`src/rtl/out_drain_reg.sv`:
```
// Captures N signed partial-sum lanes in one edge and drains them one per cycle over a valid/ready port.
// Optional macro OUT_DRAIN_RELU_EN clamps negative lanes to zero at capture.
module out_drain_reg #(
    parameter int N         = 3,
    parameter int O_WIDTH   = 16,
    parameter int IDX_WIDTH = (N > 1) ? $clog2(N) : 1
) (
    input  logic                      clk_i,
    input  logic                      freg_rst_i,
    input  logic [N*O_WIDTH-1:0]      psum_i,
    input  logic                      cap_i,
    output logic                      cap_ready_o,
    output logic signed [O_WIDTH-1:0] out_data_o,
    output logic                      out_valid_o,
    input  logic                      out_ready_i,
    output logic                      out_last_o,
    output logic                      busy_o,
    output logic                      cap_drop_o
);

    typedef enum logic {IDLE, DRAIN} state_t;

    localparam logic [IDX_WIDTH-1:0] LAST_IDX = IDX_WIDTH'(N - 1);

    state_t                    state_q, state_d;
    logic [IDX_WIDTH-1:0]      idx_q, idx_d;
    logic signed [O_WIDTH-1:0] lane_q [N];
    logic                      load;
    logic                      cap_drop_q;

    function automatic logic signed [O_WIDTH-1:0] cond_lane(input logic signed [O_WIDTH-1:0] v);
`ifdef OUT_DRAIN_RELU_EN
        return v[O_WIDTH-1] ? '0 : v;
`else
        return v;
`endif
    endfunction

    always_comb begin
        state_d     = state_q;
        idx_d       = idx_q;
        load        = 1'b0;
        cap_ready_o = 1'b1;
        out_valid_o = 1'b0;
        busy_o      = 1'b0;
        out_last_o  = 1'b0;
        out_data_o  = '0;
        case (state_q)
            IDLE: begin
                if (cap_i) begin
                    load    = 1'b1;
                    idx_d   = '0;
                    state_d = DRAIN;
                end
            end
            DRAIN: begin
                out_valid_o = 1'b1;
                busy_o      = 1'b1;
                out_data_o  = lane_q[idx_q];
                out_last_o  = (idx_q == LAST_IDX);
                // A new capture is only taken as the final lane leaves, so streams abut with no bubble.
                cap_ready_o = out_last_o && out_ready_i;
                if (cap_i && cap_ready_o) begin
                    load  = 1'b1;
                    idx_d = '0;
                end else if (out_ready_i) begin
                    if (out_last_o) begin
                        state_d = IDLE;
                    end else begin
                        idx_d = idx_q + IDX_WIDTH'(1);
                    end
                end
            end
            default: state_d = IDLE;
        endcase
    end

    always_ff @(posedge clk_i or posedge freg_rst_i) begin
        if (freg_rst_i) begin
            state_q    <= IDLE;
            idx_q      <= '0;
            cap_drop_q <= 1'b0;
            for (int k = 0; k < N; k++) begin
                lane_q[k] <= '0;
            end
        end else begin
            state_q    <= state_d;
            idx_q      <= idx_d;
            cap_drop_q <= cap_i && !cap_ready_o;
            if (load) begin
                for (int k = 0; k < N; k++) begin
                    lane_q[k] <= cond_lane(psum_i[k*O_WIDTH +: O_WIDTH]);
                end
            end
        end
    end

    assign cap_drop_o = cap_drop_q;

endmodule

```
`config.mk`:
```
export PLATFORM = sky130hd
export DESIGN_NAME = out_drain_reg
export DESIGN_NICKNAME = d
export VERILOG_FILES = /design/src/rtl/out_drain_reg.sv
export SDC_FILE = /design/constraint.sdc
export NUM_CORES = 1
export LEC_CHECK = 0
export ABC_AREA = 1
export CORE_ASPECT_RATIO = 0.9
export CORE_MARGIN = 8
export CORE_UTILIZATION = 41
export DETAILED_ROUTE_END_ITERATION = 7
export PLACE_DENSITY_LB_ADDON = 0.2
export SETUP_SLACK_MARGIN = 0.05
export SYNTH_ARGS = -nofsm -noshare
export SYNTH_HDL_FRONTEND = slang
export SYNTH_SLANG_ARGS = --single-unit
```
`constraint.sdc`:
```
create_clock -name clk_i -period 4.6 [get_ports clk_i]
set_input_delay 0.92 -clock clk_i [delete_from_list [all_inputs] [get_ports clk_i]]
set_output_delay 0.92 -clock clk_i [all_outputs]
set_load 0.02 [all_outputs]
```
; ---- After elaboration in Yosys (flattened, before gate mapping)
; Cells that the tools add are included.
[op_classes]
order_cmp = 1
n_eq_ne = 4
addsub = 1
n_mux = 19
bitwise = 2
n_reduce_logical = 5
[op_table]
columns = op, n
row1 = $mux 16, 3
row2 = $bmux 16 s2, 1
row3 = $mux 1, 8
row4 = $mux 2, 4
row5 = $ne 3x2->1 const B, 2
row6 = $pmux 1 s2, 2
row7 = $pmux 2 s2, 1
row8 = $ge 3x3->1 const B, 1
row9 = $logic_and 1x1->1, 3
row10 = $not 2->3, 1
row11 = $reduce_and 3->1, 1
row12 = $add 2x1->2 const B, 1
row13 = $eq 2x2->1 const B, 1
row14 = $ne 2x2->1 const B, 1
row15 = $logic_not 1->1, 1
row16 = $not 1->1, 1
[word_totals]
word_cells = 38
output_inout_bits = 21
ff_bits = 52
inputBits = 52

; ---- Depth between registers and ports, before layout
; Gate-level depths: netlist of run 1.
[depth]
word_depth = 5
ltp_mapped = 11
ltp_nobuf = 8

; ---- Least setup slack after synthesis of run 1
; No wires, ideal clock.
[synth_timing]
path_type = flip-flop to output port
from = register idx_q[0]
to = output port cap_ready_o
n_path_buf = 3
stages_incl_launch_ff = 8
setup_slack_ns = 2.276
required_ns = 3.680
t_arrival_ns = 1.404
cell_sequence = dfrtp_1 buf_4 inv_2 buf_2 ha_1 nand2_1 nand2_2 buf_2
[synth_via]
elab_chain_len = 3
[synth_rtl]
columns = item, line
row1 = start: declaration, 26  ; logic [IDX_WIDTH-1:0] idx_q, idx_d;
row2 = start signal: assignment, 88  ; idx_q <= idx_d;
row3 = $eq 2x2->1, 60  ; out_last_o = (idx_q == LAST_IDX);
row4 = $logic_and 1x1->1, 62  ; cap_ready_o = out_last_o && out_ready_i;
row5 = $mux 1, 48  ; case (state_q)
row6 = end: declaration, 12  ; output logic cap_ready_o,
; Every way passes these cells.

; ---- Worst setup path after layout of run 1
[layout_timing]
from = register idx_q[0]
to = output port out_data_o[6]
[layout_via]
elab_chain_len = 5
[layout_rtl]
columns = item, line
row1 = $not 2->3 (not written as such), 59  ; out_data_o = lane_q[idx_q];
row2 = $bmux 16 s2, 59
row3 = $mux 16 (not written as such) (2 in series), 59
row4 = $mux 16, 48
row5 = end: declaration, 13  ; output logic signed [O_WIDTH-1:0] out_data_o,
; Every way passes these cells. The select of a mux whose other input is x is not followed.

==> results.py, run 1 <==
metrics = {
    "clock_tree": {
        "postCtsResizedCells": 0,
        "cts.sinks": 52,
        "cts_tree": "built",
        "cts.path.max_buffers": 2,
        "clk_latency_ns": 0.31,
        "path_clk_slew_ns": 0.09,
        "cts_buffers": 5,
        "clockRootBuffer": "clkbuf_8",
        "post_cts_buffers": 0,
        "h-tree-depth": 2,
        "holdBufCountCts": 0,
    },
    "placed_design": {
        "dp_cells": 500,
        "hpwl_um": 5009,
        "pre_cts_slack_ns": 1.466,
        "place.gp.congestion": 0.8417,
        "dpl_cell_area_mm2": 0.003344,
        "port_buffers": 72,
    },
    "status": {
        "status": "complete, no violations",
    },
    "global_route": {
        "busiest_layer": "met2",
        "grt_max_degree": 53,
        "overflow": 0,
        "met3_usage_pct": 4.230,
        "grtUsageTotal_pct": 15.48,
        "grt_antenna_before_repair": 0,
        "grt_pass1_wl_um": 11580,
        "grt_pass1_vias": 2377,
        "gr-usage-met1_pct": 21.36,
        "grtUsageMet2_pct": 23.26,
    },
    "timing": {
        "hold_viol_final": 0,
        "post-route-min-period_ns": 3.454,
        "fmax_mhz": 289.5,
        "finalMaxSlewViolations": 0,
        "worst_pin_slew_ns": 1.075,
        "fin_crit_sh_pct": 75.09,
        "setup_tns_ns": 0,
        "slew_headroom_pct": 28.37,
        "rsz0062_at_grt": "no",
        "setup_viol": 0,
        "finalWorstSetupSlack_ns": 1.146,
        "finClkSkew_ns": 0.005810,
    },
    "min_path": {
        "hold_start": "lane_q[33]$_DFFE_PP0P_",
        "worstHoldPathType": "register to register",
    },
    "worst_setup_path": {
        "worstSetupEndpointType": "primary output",
        "cp.arrival_ns": 2.53,
        "cp_max_fo": 19,
        "critPathKind": "register to primary output",
        "critPathLaunchType": "register",
        "critical_path_buf_inv_count": 2,
        "max_stage_delay_ns": 0.79,
        "cpLargestDelayFamily": "buffers and inverters",
        "worstPathCellList": "inv_2 > nand2_1 > nand3_1 > a21oi_1 > clkdlybuf4s50_1",
        "critPathLaunch": "idx_q[0]$_DFFE_PP0P_",
        "cp_slowest_cell": "dfrtp_1",
        "rr_startpoint": "idx_q[0]$_DFFE_PP0P_",
        "crit_required_ns": 3.68,
    },
    "cells_and_area": {
        "area_growth_syn_to_layout_pct": 30.90,
        "fillCellCount": 635,
        "multiInputGateArea_mm2": 0.001050,
        "post_route_cells_drive_above_1_share_pct": 4.276,
        "diodes": 0,
        "stdcell_area_mm2": 0.003456,
        "fin_cells": 508,
        "fin_nets": 473,
        "regArea_mm2": 0.001301,
    },
    "routing": {
        "ant_nets": 0,
        "wl_per_cell_um": 13.72,
        "routed_wirelength_um": 6971,
        "first_pass_iters": 4,
        "num_vias": 2399,
        "first_iter_violations": 177,
        "drt_drc_violations_left": 0,
        "via_per_inst": 4.722,
    },
    "floorplan": {
        "die_h_um": 92.13,
        "row_count": 27,
        "die_x_um": 100.6,
        "start_util_pct": 42.70,
        "num_io_pins": 73,
        "core_mm2": 0.006182,
        "dieArea_mm2": 0.009266,
    },
    "pwr": {
        "power_switching_uw": 987.2,
        "finalPower_uw": 2293,
        "internal_power_uw": 1305,
        "pwr-share-clk_pct": 13.6,
        "cellPowerDensity_mw_per_mm2": 663.4,
        "leakage_uw": 0.001777,
        "vdd_drop_max_uv": 220.6,
        "p_sw_share_pct": 43.06,
        "pwr-share-seq_pct": 34.7,
        "pwr-share-comb_pct": 51.7,
    },
    "logic_synthesis": {
        "netlist_instances": 362,
        "yosysTopAreaCell": "dfrtp_1",
        "netlist_top_cells_area": "dfrtp_1 (49%), nand2_1 (22%), nand3_1 (12%)",
        "yosys_warnings": 0,
        "synthDistinctLibCells": 16,
        "ys_ff_latch": 52,
        "synth_nets": 415,
        "synth.yosys.seq_area_share_pct": 49.29,
        "syn_area_per_cell_um2": 7.293,
        "synth_area_mm2": 0.002640,
        "yosysTopAreaCellShare_pct": 49.29,
    },
    "flow_run": {
        "cap_viol_max_count": 0,
    },
}
## cells by family after synthesis
group           Yosys count  synth area share [%]
compound gates           17                 3.223
fa+ha+maj                 1                0.4739
buf+inv                  64                 10.95
flops                    52                 49.29
simple gates            228                 36.07
## layer usage
metal	routed length, µm	vias up	share of wire (%)
met4	91	0	1.3
met2	3132	73	45
met3	496	10	7.1
met5	0	-	0
li1	-	1229	-
met1	3250	1087	47
## stage by stage
stage	util (%)	hold WS, ns
finish	55.90	0.4761
detailed placement	54.10	0.4581
CTS	55.90	0.4808
global route	55.90	0.4984
floorplan	-	0.4419
global placement	54.10	0.4537
## flip-flops by register name, indices dropped and copies added (netlist names)
name,cells
cap_drop_o,1
idx_q,2
state_q,1
lane_q,48
## tightest hold or removal path: cells and delay by family (launching register included)
| family | cells | cell delay [ns] |
|---|---|---|
| flops | 1 | 0.35 |
| simple gates | 2 | 0.09 |
## layout by cell type, fill, tap and decap left out, types with 3 or more instances in the layout
cell and n:
nand2_1 156, clkdlybuf4s50_1 71, nand3_1 65, dfrtp_1 52, inv_1 37, a21oi_1 17
clkbuf_8 5, inv_2 4, nor2_1 3
## power by group through the flow
| stage | Clock (µW) | Sequential [µW] | Combinational, µW |
|---|---|---|---|
| final | 311 | 796 | 1190 |
| after floorplan | 0 | 756 | 787 |
| after global routing | 337 | 826 | 1320 |
| after global placement | 0 | 799 | 1170 |
| after CTS | 320 | 796 | 1200 |
| after detailed placement | 0 | 806 | 1200 |
## cell usage after synthesis
| master | instances |
|---|---|
| inv_2 | 3 |
| buf_2 | 12 |
| clkbuf_1 | 4 |
| dfrtp_1 | 52 |
| nor2_1 | 3 |
| ha_1 | 1 |
| a21oi_1 | 17 |
| nor2_4 | 1 |
| buf_4 | 3 |
| nand2_1 | 156 |
| nand3_1 | 65 |
| nand4_1 | 1 |
| buf_1 | 1 |
| inv_1 | 38 |
| nand2_2 | 2 |
| buf_6 | 3 |
## layout make-up
cell class / count / share of cell area (%)
timing repair buffer: 74 / 21.14
tap: 87 / 3.150
sequential: 52 / 37.65
clock buffer: 5 / 1.991
multi-input combinational: 246 / 30.38
inverter: 41 / 4.453
clock inverter: 3 / 1.231
## final timing paths
path                                           to  slack, ns  cells after the start
hold / removal             lane_q[33]$_DFFE_PP0P_       0.48                      2
max in group asynchronous   lane_q[3]$_DFFE_PP0P_       2.75                      2
min in group asynchronous  lane_q[34]$_DFFE_PP0P_       1.18                      2
setup reg to reg           lane_q[18]$_DFFE_PP0P_       1.64                      8
setup / recovery                    out_data_o[6]       1.15                      5
hold reg to reg            lane_q[33]$_DFFE_PP0P_       0.48                      2
Power figures use the tool's default switching activity.
==> run 2: changes to the inputs <==
clock period = 3.45 ns   (was 4.6 ns; I/O delays follow)
==> results.py, run 2 (same netlist as run 1, synthesis figures left out) <==
metrics = {
    "floorplan": {
        "row_count": 27,
        "die_h_um": 92.13,
        "num_io_pins": 73,
        "dieArea_mm2": 0.009266,
        "core_mm2": 0.006182,
        "start_util_pct": 42.70,
        "die_x_um": 100.6,
    },
    "cells_and_area": {
        "multiInputGateArea_mm2": 0.001050,
        "post_route_cells_drive_above_1_share_pct": 4.492,
        "reg_top3": "lane_q: 48 flops, idx_q: 2 flops",
        "top_register": "lane_q",
        "regArea_mm2": 0.001301,
        "fin_nets": 475,
        "area_growth_syn_to_layout_pct": 31.33,
        "largest_register_ffs": 48,
        "fillCellCount": 605,
        "layout_commonest_cell": "nand2_1",
        "mostFrequentLayoutCells": "nand2_1 (156), clkdlybuf4s50_1 (71), nand3_1 (65)",
        "diodes": 0,
    },
    "timing": {
        "slew_headroom_pct": 60.29,
        "finClkSkew_ns": 0.007863,
        "setup_tns_ns": 0,
        "fin_hold_ws_ns": 0.4812,
        "setup_viol": 0,
        "fmax_mhz": 320.7,
        "post-route-min-period_ns": 3.118,
        "rsz0062_at_grt": "no",
        "finalMaxSlewViolations": 0,
        "finalWorstSetupSlack_ns": 0.3316,
        "fin_crit_sh_pct": 90.39,
        "worst_pin_slew_ns": 0.5956,
        "hold_viol_final": 0,
    },
    "clock_tree": {
        "cts_buffers": 5,
        "post_cts_buffers": 0,
        "holdBufCountCts": 0,
        "h-tree-depth": 2,
        "postCtsResizedCells": 0,
        "cts.path.max_buffers": 2,
        "clockRootBuffer": "clkbuf_8",
        "cts_tree": "built",
        "path_clk_slew_ns": 0.10,
        "clk_latency_ns": 0.31,
        "cts.sinks": 52,
    },
    "worst_setup_path": {
        "max_stage_delay_ns": 0.73,
        "crit_required_ns": 2.76,
        "critPathKind": "register to primary output",
        "cp_slowest_cell": "dfrtp_1",
        "cp_max_fo": 19,
        "cp.arrival_ns": 2.43,
        "worstPathCellList": "inv_2 > nand2_1 > nand3_1 > a21oi_1 > clkdlybuf4s50_1",
        "worstSetupEndpointType": "primary output",
        "critPathLaunchType": "register",
    },
    "global_route": {
        "grt_pass1_wl_um": 11820,
        "overflow": 0,
        "grt_max_degree": 52,
        "grtUsageTotal_pct": 15.97,
        "grt_antenna_before_repair": 0,
        "grt_pass1_vias": 2436,
    },
    "placed_design": {
        "hpwl_um": 5229,
        "port_buffers": 72,
        "pre_cts_slack_ns": 0.7106,
        "place.gp.congestion": 0.8567,
    },
    "pwr": {
        "vdd_drop_max_uv": 274.7,
        "leakage_uw": 0.001787,
        "cellPowerDensity_mw_per_mm2": 883.3,
        "finalPower_uw": 3062,
    },
    "flow_run": {
        "cap_viol_max_count": 0,
    },
    "routing": {
        "first_pass_iters": 4,
        "drt_drc_violations_left": 0,
        "via_per_inst": 4.724,
        "routed_wirelength_um": 7031,
        "wl_per_cell_um": 13.79,
        "first_iter_violations": 159,
        "num_vias": 2409,
        "ant_nets": 0,
    },
    "min_path": {
        "worstHoldPathType": "register to register",
    },
    "status": {
        "status": "complete, no violations",
    },
}
==> run 2: cell count changes in the layout (fill, tap and decap cells not counted) <==
cell,before,now
buf_4,2,4
clkbuf_1,0,1
clkinvlp_4,1,0
==> run 2: worst paths after layout <==
| kind | start | end | slack (ns) | cells after the start |
|---|---|---|---|---|
| max | idx_q[0]$_DFFE_PP0P_ | out_data_o[6] | 0.33 | 5 |
| min | lane_q[22]$_DFFE_PP0P_ | lane_q[22]$_DFFE_PP0P_ | 0.48 | 2 |
| max reg2reg | idx_q[0]$_DFFE_PP0P_ | lane_q[35]$_DFFE_PP0P_ | 0.90 | 9 |
| min reg2reg | lane_q[22]$_DFFE_PP0P_ | lane_q[22]$_DFFE_PP0P_ | 0.48 | 2 |
| max in group asynchronous | freg_rst_i | lane_q[17]$_DFFE_PP0P_ | 1.95 | 3 |
| min in group asynchronous | freg_rst_i | lane_q[47]$_DFFE_PP0P_ | 0.73 | 2 |
==> run 2: power by group <==
group / internal (µW) / leakage, µW / total [µW] / switching, µW
clock network: 216 / 0.0000552 / 418 / 202
logic: 648 / 0.00108 / 1570 / 925
registers: 882 / 0.000647 / 1070 / 189
total: 1750 / 0.00179 / 3060 / 1320
==> run 2: worst max-delay path: cells and delay by family (launching register included) <==
kind / cells / cell delay (ns)
buf+inv: 2 / 0.92
compound gates: 1 / 0.21
flops: 1 / 0.73
simple gates: 2 / 0.24
==> run 2: area by class of cell <==
cell class	instances	area share, %
inverter	41	4.439
sequential	52	37.53
clock inverter	2	1.010
clock buffer	6	2.093
tap	87	3.140
multi-input combinational	246	30.28
timing repair buffer	76	21.51
==> run 2: metrics by stage <==
step / cell area (µm²) / utilization (%) / std cells
after floorplan: 2640 / - / 362
final: 3467 / 56.08 / 510
after CTS: 3467 / 56.08 / 510
after global placement: 3359 / 54.34 / 502
after global routing: 3467 / 56.08 / 510
after detailed placement: 3359 / 54.34 / 502
==> run 2: metal layers <==
layer / wire (µm) / share of wire [%] / up-vias / track usage [%]
met5: 0 / 0 / - / 0
met1: 3331 / 47 / 1106 / 21.14
met3: 430 / 6.1 / 8 / 5.211
li1: - / - / 1234 / -
met2: 3189 / 45 / 61 / 24.37
met4: 80 / 1.1 / 0 / 4.151
==> run 3: changes to the inputs <==
CAP_MARGIN = 10   (was unset)
==> results of run 3 <==
No change in the layout: final DEF, timing and power equal those of run 2.
